<file path="config.mk">
export PLATFORM = sky130hd
export DESIGN_NAME = cpu_control_flat
export DESIGN_NICKNAME = d
export VERILOG_FILES = /design/src/rtl/cpu_control_if.sv /design/src/rtl/cpu_control.sv /design/src/flat_wrapper.sv
export SDC_FILE = /design/constraint.sdc
export NUM_CORES = 1
export LEC_CHECK = 0
export CAP_MARGIN = 20
export CORE_UTILIZATION = 45
export CTS_CLUSTER_DIAMETER = 50
export DETAILED_ROUTE_END_ITERATION = 6
export GPL_TIMING_DRIVEN = 1
export PLACE_DENSITY = 0.72
export SLEW_MARGIN = 20
export SYNTH_ARGS = -nofsm -noshare
export SYNTH_HDL_FRONTEND = slang
export SYNTH_SLANG_ARGS = --single-unit
</file>
<file path="constraint.sdc">
create_clock -name clk -period 5 [get_ports clk]
set_input_delay 0.5 -clock clk [delete_from_list [all_inputs] [get_ports clk]]
set_output_delay 0.5 -clock clk [all_outputs]
set_load 0.03 [all_outputs]
</file>
<file path="src/rtl/cpu_control_if.sv">
// cpu_control_if: ROM, ALU and register-file signals between the sequencer and the datapath.
interface cpu_control_if #(parameter int PC_WIDTH = 9);
  logic [PC_WIDTH-1:0] rom_addr_out;
  logic [11:0]         rom_data_in;
  logic [11:0]         alu_op_out;
  logic [7:0]          alu_result_in;
  logic [2:0]          alu_status_in;
  logic                status_c_load_in;
  logic                status_dc_load_in;
  logic                status_z_load_in;
  logic                status_carry_out;
  logic [2:0]          status_out;
  logic [4:0]          file_addr_out;
  logic                file_we_out;
  logic                w_we_out;
  logic [1:0]          phase_out;
  logic                halted_out;
  modport master (
    output rom_addr_out, alu_op_out, status_carry_out, status_out, file_addr_out,
           file_we_out, w_we_out, phase_out, halted_out,
    input  rom_data_in, alu_result_in, alu_status_in, status_c_load_in,
           status_dc_load_in, status_z_load_in
  );
  modport slave (
    input  rom_addr_out, alu_op_out, status_carry_out, status_out, file_addr_out,
           file_we_out, w_we_out, phase_out, halted_out,
    output rom_data_in, alu_result_in, alu_status_in, status_c_load_in,
           status_dc_load_in, status_z_load_in
  );
endinterface

</file>
<file path="src/rtl/cpu_control.sv">
// cpu_control: 4-phase PIC10 instruction sequencer owning PC, call stack, STATUS and skip logic.
module cpu_control #(
  parameter int                  PC_WIDTH     = 9,
  parameter logic [PC_WIDTH-1:0] RESET_VECTOR = PC_WIDTH'(9'h1FF)
) (
  input logic           clk,
  input logic           reset_n,
  cpu_control_if.master bus
);
  typedef enum logic [1:0] {FETCH, DECODE, EXECUTE, WRITE} phase_t;
  phase_t              phase_q, phase_d;
  logic [PC_WIDTH-1:0] pc_q, pc_d, stk0_q, stk0_d, stk1_q, stk1_d, tgt_q, tgt_d;
  logic [11:0]         ir_q, ir_d;
  logic [2:0]          status_q, status_d;
  logic                skip_q, skip_d, jmp_q, jmp_d, halted_q, halted_d;
  logic byte_op, misc, d, bit_set, retlw, call, goto_op, lit, fsz, btfsc, btfss;
  logic wr, z_in, skip, w_we, file_we, pcl_wr, stat_wr, jump, sleep_op;
  logic [2:0]          ld;
  logic [PC_WIDTH-1:0] tgt;
  always_comb begin
    byte_op  = ir_q[11:10] == 2'b00;
    misc     = byte_op && ir_q[9:6] == 4'h0;
    d        = ir_q[5];
    bit_set  = ir_q[11:9] == 3'b010;
    btfsc    = ir_q[11:8] == 4'h6;
    btfss    = ir_q[11:8] == 4'h7;
    retlw    = ir_q[11:8] == 4'h8;
    call     = ir_q[11:8] == 4'h9;
    goto_op  = ir_q[11:9] == 3'b101;
    lit      = ir_q[11:10] == 2'b11;
    fsz      = byte_op && (ir_q[9:6] == 4'hB || ir_q[9:6] == 4'hF);
    sleep_op = ir_q == 12'h003;
    wr       = phase_q == WRITE;
    z_in     = bus.alu_status_in[2];
    w_we     = wr && ((byte_op && !misc && !d) || retlw || lit);
    file_we  = wr && ((byte_op && d) || bit_set);
    pcl_wr   = file_we && ir_q[4:0] == 5'h02;
    stat_wr  = file_we && ir_q[4:0] == 5'h03;
    skip     = ((fsz || btfsc) && z_in) || (btfss && !z_in);
    jump     = goto_op || call || retlw || pcl_wr;
    ld       = {bus.status_z_load_in, bus.status_dc_load_in, bus.status_c_load_in};
    tgt      = goto_op ? PC_WIDTH'(ir_q[8:0]) : call ? PC_WIDTH'(ir_q[7:0]) :
               retlw ? stk0_q : PC_WIDTH'(bus.alu_result_in);
  end
  // A branch target waits one cycle so the forced NOP fetches from the old PC+1.
  always_comb begin
    phase_d  = phase_q;
    pc_d     = pc_q;
    stk0_d   = stk0_q;
    stk1_d   = stk1_q;
    tgt_d    = tgt_q;
    ir_d     = ir_q;
    status_d = status_q;
    skip_d   = skip_q;
    jmp_d    = jmp_q;
    halted_d = halted_q;
    if (!halted_q) begin
      phase_d = phase_t'(phase_q + 2'd1);
      if (phase_q == FETCH) begin
        ir_d   = skip_q ? 12'h000 : bus.rom_data_in;
        pc_d   = jmp_q ? tgt_q : pc_q + PC_WIDTH'(1);
        skip_d = 1'b0;
        jmp_d  = 1'b0;
      end
      if (wr) begin
        status_d = (ld & bus.alu_status_in) | (~ld & (stat_wr ? bus.alu_result_in[2:0] : status_q));
        skip_d   = jump || skip;
        jmp_d    = jump;
        tgt_d    = tgt;
        stk0_d   = call ? pc_q : retlw ? stk1_q : stk0_q;
        stk1_d   = call ? stk0_q : stk1_q;
        halted_d = sleep_op;
      end
    end
  end
  always_ff @(posedge clk or negedge reset_n) begin
    if (!reset_n) begin
      phase_q  <= FETCH;
      pc_q     <= RESET_VECTOR;
      stk0_q   <= '0;
      stk1_q   <= '0;
      tgt_q    <= '0;
      ir_q     <= 12'h000;
      status_q <= 3'b000;
      skip_q   <= 1'b0;
      jmp_q    <= 1'b0;
      halted_q <= 1'b0;
    end else begin
      phase_q  <= phase_d;
      pc_q     <= pc_d;
      stk0_q   <= stk0_d;
      stk1_q   <= stk1_d;
      tgt_q    <= tgt_d;
      ir_q     <= ir_d;
      status_q <= status_d;
      skip_q   <= skip_d;
      jmp_q    <= jmp_d;
      halted_q <= halted_d;
    end
  end
  assign bus.rom_addr_out     = pc_q;
  assign bus.alu_op_out       = ir_q;
  assign bus.status_carry_out = status_q[0];
  assign bus.status_out       = status_q;
  assign bus.file_addr_out    = ir_q[4:0];
  assign bus.file_we_out      = file_we;
  assign bus.w_we_out         = w_we;
  assign bus.phase_out        = phase_q;
  assign bus.halted_out       = halted_q;
endmodule

</file>
<file path="src/flat_wrapper.sv">
// flat-port wrapper written by rule: the top's interface ports become plain ports
module cpu_control_flat 
#(
  parameter int                  PC_WIDTH     = 9,
  parameter logic [PC_WIDTH-1:0] RESET_VECTOR = PC_WIDTH'(9'h1FF)
)
  (clk, reset_n, bus_rom_addr_out, bus_alu_op_out, bus_status_carry_out, bus_status_out, bus_file_addr_out, bus_file_we_out, bus_w_we_out, bus_phase_out, bus_halted_out, bus_rom_data_in, bus_alu_result_in, bus_alu_status_in, bus_status_c_load_in, bus_status_dc_load_in, bus_status_z_load_in);
  cpu_control_if #(.PC_WIDTH(PC_WIDTH)) bus_i ();
  input logic clk;
  input logic reset_n;
  output wire logic [$bits(bus_i.rom_addr_out)-1:0] bus_rom_addr_out;
  output wire logic [$bits(bus_i.alu_op_out)-1:0] bus_alu_op_out;
  output wire logic [$bits(bus_i.status_carry_out)-1:0] bus_status_carry_out;
  output wire logic [$bits(bus_i.status_out)-1:0] bus_status_out;
  output wire logic [$bits(bus_i.file_addr_out)-1:0] bus_file_addr_out;
  output wire logic [$bits(bus_i.file_we_out)-1:0] bus_file_we_out;
  output wire logic [$bits(bus_i.w_we_out)-1:0] bus_w_we_out;
  output wire logic [$bits(bus_i.phase_out)-1:0] bus_phase_out;
  output wire logic [$bits(bus_i.halted_out)-1:0] bus_halted_out;
  input wire logic [$bits(bus_i.rom_data_in)-1:0] bus_rom_data_in;
  input wire logic [$bits(bus_i.alu_result_in)-1:0] bus_alu_result_in;
  input wire logic [$bits(bus_i.alu_status_in)-1:0] bus_alu_status_in;
  input wire logic [$bits(bus_i.status_c_load_in)-1:0] bus_status_c_load_in;
  input wire logic [$bits(bus_i.status_dc_load_in)-1:0] bus_status_dc_load_in;
  input wire logic [$bits(bus_i.status_z_load_in)-1:0] bus_status_z_load_in;
  assign bus_rom_addr_out = bus_i.rom_addr_out;
  assign bus_alu_op_out = bus_i.alu_op_out;
  assign bus_status_carry_out = bus_i.status_carry_out;
  assign bus_status_out = bus_i.status_out;
  assign bus_file_addr_out = bus_i.file_addr_out;
  assign bus_file_we_out = bus_i.file_we_out;
  assign bus_w_we_out = bus_i.w_we_out;
  assign bus_phase_out = bus_i.phase_out;
  assign bus_halted_out = bus_i.halted_out;
  assign bus_i.rom_data_in = bus_rom_data_in;
  assign bus_i.alu_result_in = bus_alu_result_in;
  assign bus_i.alu_status_in = bus_alu_status_in;
  assign bus_i.status_c_load_in = bus_status_c_load_in;
  assign bus_i.status_dc_load_in = bus_status_dc_load_in;
  assign bus_i.status_z_load_in = bus_status_z_load_in;
  cpu_control #(.PC_WIDTH(PC_WIDTH), .RESET_VECTOR(RESET_VECTOR)) u_core (.clk(clk), .reset_n(reset_n), .bus(bus_i));
endmodule
</file>
Yosys cells after proc, flatten, opt, wreduce, memory -nomap -nowiden
Index checks and enable logic that the tools add are counted.
- add/subtract/negate cells: 2
- multipliers: 0
- div/mod/pow operators: 0
- order comparisons: 0
- equal/unequal tests: 13
- shift operators: 0
- muxes and demuxes: 13
- bitwise gates (word level): 5
- reduce and logical (&&, ||, !) cells: 34
- operator list (cell ; number):
    two-way mux 9 bit ; 6
    equality test 4 bit (second input constant) ; 4
    equality test 12 x 2 -> 1 bit (second input constant) ; 1
    two-way mux 12 bit ; 1
    logical AND 1 bit ; 11
    equality test 5 x 2 -> 1 bit (second input constant) ; 2
    logical OR 1 bit ; 10
    adder 9 x 1 -> 9 bit (second input constant) ; 1
    equality test 4 x 3 -> 1 bit (second input constant) ; 2
    bitwise AND 3 bit ; 2
    AND reduction 2 bit ; 3
    AND reduction 3 bit ; 2
    two-way mux 1 bit ; 5
    equality test 2 bit (second input constant) ; 2
    logical NOT 2 bit ; 2
    logical NOT 4 bit ; 1
    nonzero test 2 bit ; 2
    equality test 3 x 2 -> 1 bit (second input constant) ; 1
    equality test 3 bit (second input constant) ; 1
    logical NOT 1 bit ; 3
    two-way mux 3 bit ; 1
    inverter 3 bit ; 1
    bitwise OR 3 bit ; 1
    adder 2 x 1 -> 2 bit (second input constant) ; 1
    inverter 1 bit ; 1
- register bits after elaboration: 56
- bits in latches: 0
- memory bits (writable): 0
- bits in read-only memories: 0
- input port bits: 28
- output and inout port bits: 35
- word-level logic and storage cells: 77
- memories: 0

Logic depth before layout (Yosys ltp)
- depth in word-level cells: 8
- depth in mapped cells: 8
- gate-level depth less buffers: 6

Worst setup path before layout
Ideal clock, no wire load.
- path type: flip-flop to output port
- from: register u_core.ir_q[10], in the netlist u_core.bus.alu_op_out[10]
- to: output port bus_w_we_out
- data arrival time: 1.822 ns
- data required time: 4.500 ns
- path slack: 2.678 ns
- cell stages (with the launch flop): 7
- path buffers: 3
- cells stage by stage: dfrtp_1 -> clkbuf_1 -> nand2b_1 -> buf_2 -> clkbuf_1 -> o21ai_0 -> nor2_1
- word-level cells in the longest chain between the ends: 8
- elaborated cells on any way between the ends: 10
- those cells by class: 2 x eq/ne; 8 x reduce/logical
- RTL lines (item ; line ; RTL):
    start, declared ; cpu_control.sv:13 ; logic [11:0] ir_q, ir_d;
    start signal, assigned ; cpu_control.sv:94 ; ir_q <= ir_d;
    logical NOT 2 bit ; cpu_control.sv:21 ; byte_op = ir_q[11:10] == 2'b00;
    logical AND 1 bit ; cpu_control.sv:22 ; misc = byte_op && ir_q[9:6] == 4'h0;
    logical NOT 1 bit ; cpu_control.sv:35 ; w_we = wr && ((byte_op && !misc && !d) || retlw || lit);
    logical AND 1 bit (2 in a row) ; cpu_control.sv:35 ;
    logical OR 1 bit ; cpu_control.sv:35 ;
    logical OR 1 bit * ; cpu_control.sv:35 ;
    logical AND 1 bit * ; cpu_control.sv:35 ;
    end, declared ; flat_wrapper.sv:17 ; output wire logic [$bits(bus_i.w_we_out)-1:0] bus_w_we_out;
Every way passes the cells marked *; elsewhere a longest branch is shown, timed or not.

Worst setup path in the final report
- from: register u_core.ir_q[8], in the netlist u_core.bus.alu_op_out[8]
- to: output port bus_w_we_out
- word-level cells in the longest chain between the ends: 8
- elaborated cells on any way between the ends: 9
- those cells by class: 1 x eq/ne; 8 x reduce/logical
- RTL lines (item ; line):
    logical NOT 4 bit ; cpu_control.sv:22
    logical AND 1 bit ; cpu_control.sv:22
    logical NOT 1 bit ; cpu_control.sv:35
    logical AND 1 bit (2 in a row) ; cpu_control.sv:35
    logical OR 1 bit * (2 in a row) ; cpu_control.sv:35
    logical AND 1 bit * ; cpu_control.sv:35
Marks and branches as above.

==> run_results.csv <==
group,metric,value,unit
run_status,status,"finished, final reports clean",
cts,cts_tree,"built",
synth,synth_common_cells,"nand2_1 (48), dfrtp_1 (47), o21ai_0 (32), mux2_2 (18), nand3b_1 (16)",
setup_path,cp-startpoint,"u_core.bus.alu_op_out[8]",
synth,synth_enable_flop_cells,0,
synth,synth-seq-cells,56,
synth,synthCells,296,
cts,hold_buffers,0,
floorplanning,io_pins,63,
power,p_total,2410,uW
sta,tightestPinTransition,943.7,ps
sta,skew,4.361,ps
setup_path,end_kind,"primary output",
synth,synth_largest_area_cell,"dfrtp_1",
global_routing,grt_usage,22.32,%
detailed_routing,routed_wl,6938,um
power,p_switching,1101,uW
power,p_int,1309,uW
sta,setup_violations,0,
placed_design,gp_congestion,0.8126,
power,power_frac_clock,10.5,%
power,vdd_ir_drop_max,0.3585,mV
placed_design,io_buffer_count,62,
cts,post_cts_buffers,0,
detailed_routing,vias_per_cell,5.524,
synth,synth.most_common_cell,"nand2_1",
synth,synth_cell_types,43,
cts,clk_pin_slew,100,ps
synth,async_reset_ff_share,100.0,%
layout,drive_above_1_share,12.75,%
setup_path,startpoint_type,"flip-flop",
detailed_routing,firstDrtPassIters,4,
sta,fin_crit,3166,ps
global_routing,grt_overflow_total,0,
power,p_leak,0.001553,uW
power,power.density,665.7,nW/um^2
cts,clk_latency,310,ps
synth,synth_area_leaders,"dfrtp_1 (40%), dfstp_2 (8.1%), mux2_2 (6.9%)",
floorplanning,initial_core_util,47.87,%
setup_path,endpoint,"bus_w_we_out",
synth,syn_area,2918,sq um
layout,utilization,59.38,%
floorplanning,core,6096,sq um
layout,layout.nets,375,
floorplanning,num_rows,28,
sta,finalCritPeriodShare,63.32,%
setup_path,r2r_end,"u_core.tgt_q[2]",
setup_path,path_class,"flip-flop to primary output",
cts,clk_path_buf_depth,2,
synth,ys_seq_area_share,48.41,%
cts,cts_resized,0,
detailed_routing,ant_nets,0,
synth,synth_flop_cell,"dfrtp_1",
detailed_routing,drt-initial-drc-count,118,
detailed_routing,drc_errors,0,
global_routing,grt_antenna_before_repair,0,
floorplanning,dieArea,6810,sq um
cts,cts_buffers,5,
detailed_routing,wl_per_cell,16.52,um
power,swShare,45.69,%
power,seqPwrFrac,38.1,%
global_routing,grt_max_degree,57,
sta,hold_violations,0,
detailed_routing,vias,2320,
layout,syn_to_final_growth,24.06,%
synth,syn-num-nets,327,
synth,synth_area_per_cell,9.857,sq um
sta,max_freq,315.9,MHz
placed_design,hpwl,5015,um
cts,cts_num_sinks,56,
global_routing,grt_pass1_wl,11140,um
sta,slew_viol_final,0,
global_routing,grt_pass1_vias,2201,
setup_path,reg2reg_depth,4,
cts,cts_root_buffer,"clkbuf_8",
setup_path,cp.required,4500,ps
layout,diodes,0,
flow_run,drv_cap,0,
floorplanning,die_w,82.53,um
setup_path,rrSetupSlack,2840,ps
sta,fin_tns_setup,0,ps
power,combPwrFrac,51.4,%
cts,h-tree-depth,2,
setup_path,path_max_fanout,13,
sta,slew_headroom,37.08,%
setup_path,rr_startpoint,"u_core.bus.alu_op_out[8]",
synth,synth_top_area_share,40.31,%
setup_path,arrival,2670,ps
synth,yosys_warnings,0,
worst_hold_path,hp-class,"input pin to asynchronous set/reset pin",
floorplanning,die_y,82.53,um
sta,rsz0062_at_grt,"no",
-- metal layers --
layer  track usage (%)  vias up  wire length [um]
met5                 0        -                 0
met4             5.862        0                63
met3             4.286        7               362
met2             35.79       60              3246
met1             30.97     1124              3266
li1                  -     1129                 -
-- worst max-delay path, stage by stage, from the launching register on --
cell and delay (ps):
dfrtp_1 540, nor2_1 780, o21ai_0 210, nor2_1 140, clkdlybuf4s50_1 680
-- power by group through the flow --
stage	registers [uW]	logic (uW)	clock network (uW)
CTS	914	1240	257
finish	918	1240	252
global route	950	1350	276
global placement	912	1210	0
floorplan	1010	719	0
detailed placement	921	1240	0
-- stage by stage --
stage	worst slack [ps]	hold slack (ps)	instance area (sq um)	std cells
2_1_floorplan	2678	204.4	2918	296
3_3_place_gp	2244	484.3	3523	411
3_5_place_dp	2202	496.7	3523	411
4_1_cts	1829	331.9	3612	419
5_1_grt	1680	367.9	3620	420
6_report	1834	291.3	3620	420
-- cells in the final DEF, fill, tap and decap left out, types with 2 or more instances in the layout --
master,count
clkdlybuf4s50_1,61
nand2_1,48
dfrtp_1,47
o21ai_0,32
mux2_2,18
nand3b_1,16
nor2_1,14
mux2i_1,14
dfstp_2,9
nor3_1,7
nand3_1,7
o22ai_1,6
nand2b_1,5
a21oi_1,5
clkbuf_8,5
inv_1,4
nor2b_1,4
and3_1,4
a22oi_1,4
ha_1,3
nor4b_2,2
nand4b_1,2
xnor2_1,2
buf_4,2
-- logic make-up (layout without fill, tap and decap cells) --
group | count (synthesis) | count (layout) | share of synthesized area [%]
AO/OA/AOI/OAI | 58 | 58 | 12.26
flip-flops | 56 | 56 | 48.41
adder cells (fa/ha/maj) | 3 | 3 | 1.287
buffers and inverters | 28 | 77 | 4.588
multiplexers | 32 | 32 | 11.75
AND/OR/NAND/NOR | 117 | 117 | 21.10
XOR/XNOR | 2 | 2 | 0.6005
-- how the worst min path moves through the flow --
stage	start	to	slack, ps	cells after the start
2_1_floorplan	reset_n	asynchronous set/reset pin	200	0
5_1_grt	reset_n	u_core.stk1_q[0]	370	2
3_3_place_gp	u_core.tgt_q[7]	u_core.tgt_q[7]	480	1
3_5_place_dp	u_core.tgt_q[0]	u_core.bus.rom_addr_out[0]	500	2
4_1_cts	reset_n	u_core.bus.alu_op_out[1]	330	2
6_report	reset_n	u_core.bus.alu_op_out[5]	290	2
-- sequential cells by signal (all words and copies together), names as in the netlist, named ones only --
name	count
u_core.bus.alu_op_out	12
u_core.bus.rom_addr_out	9
u_core.stk0_q	9
u_core.stk1_q	9
u_core.tgt_q	9
u_core.bus.phase_out	2
u_core.bus.halted_out	1
u_core.jmp_q	1
u_core.skip_q	1
-- layout make-up --
class / count / area (sq um)
clock inverters: 2 / 16.27
multi-input cells: 212 / 1371
inverters: 4 / 15.01
well taps: 75 / 93.84
flip-flops and latches: 56 / 1413
fillers: 535 / 2476
repair buffers: 65 / 638.1
clock buffers: 6 / 72.57
(Power assumes the default switching activity.)
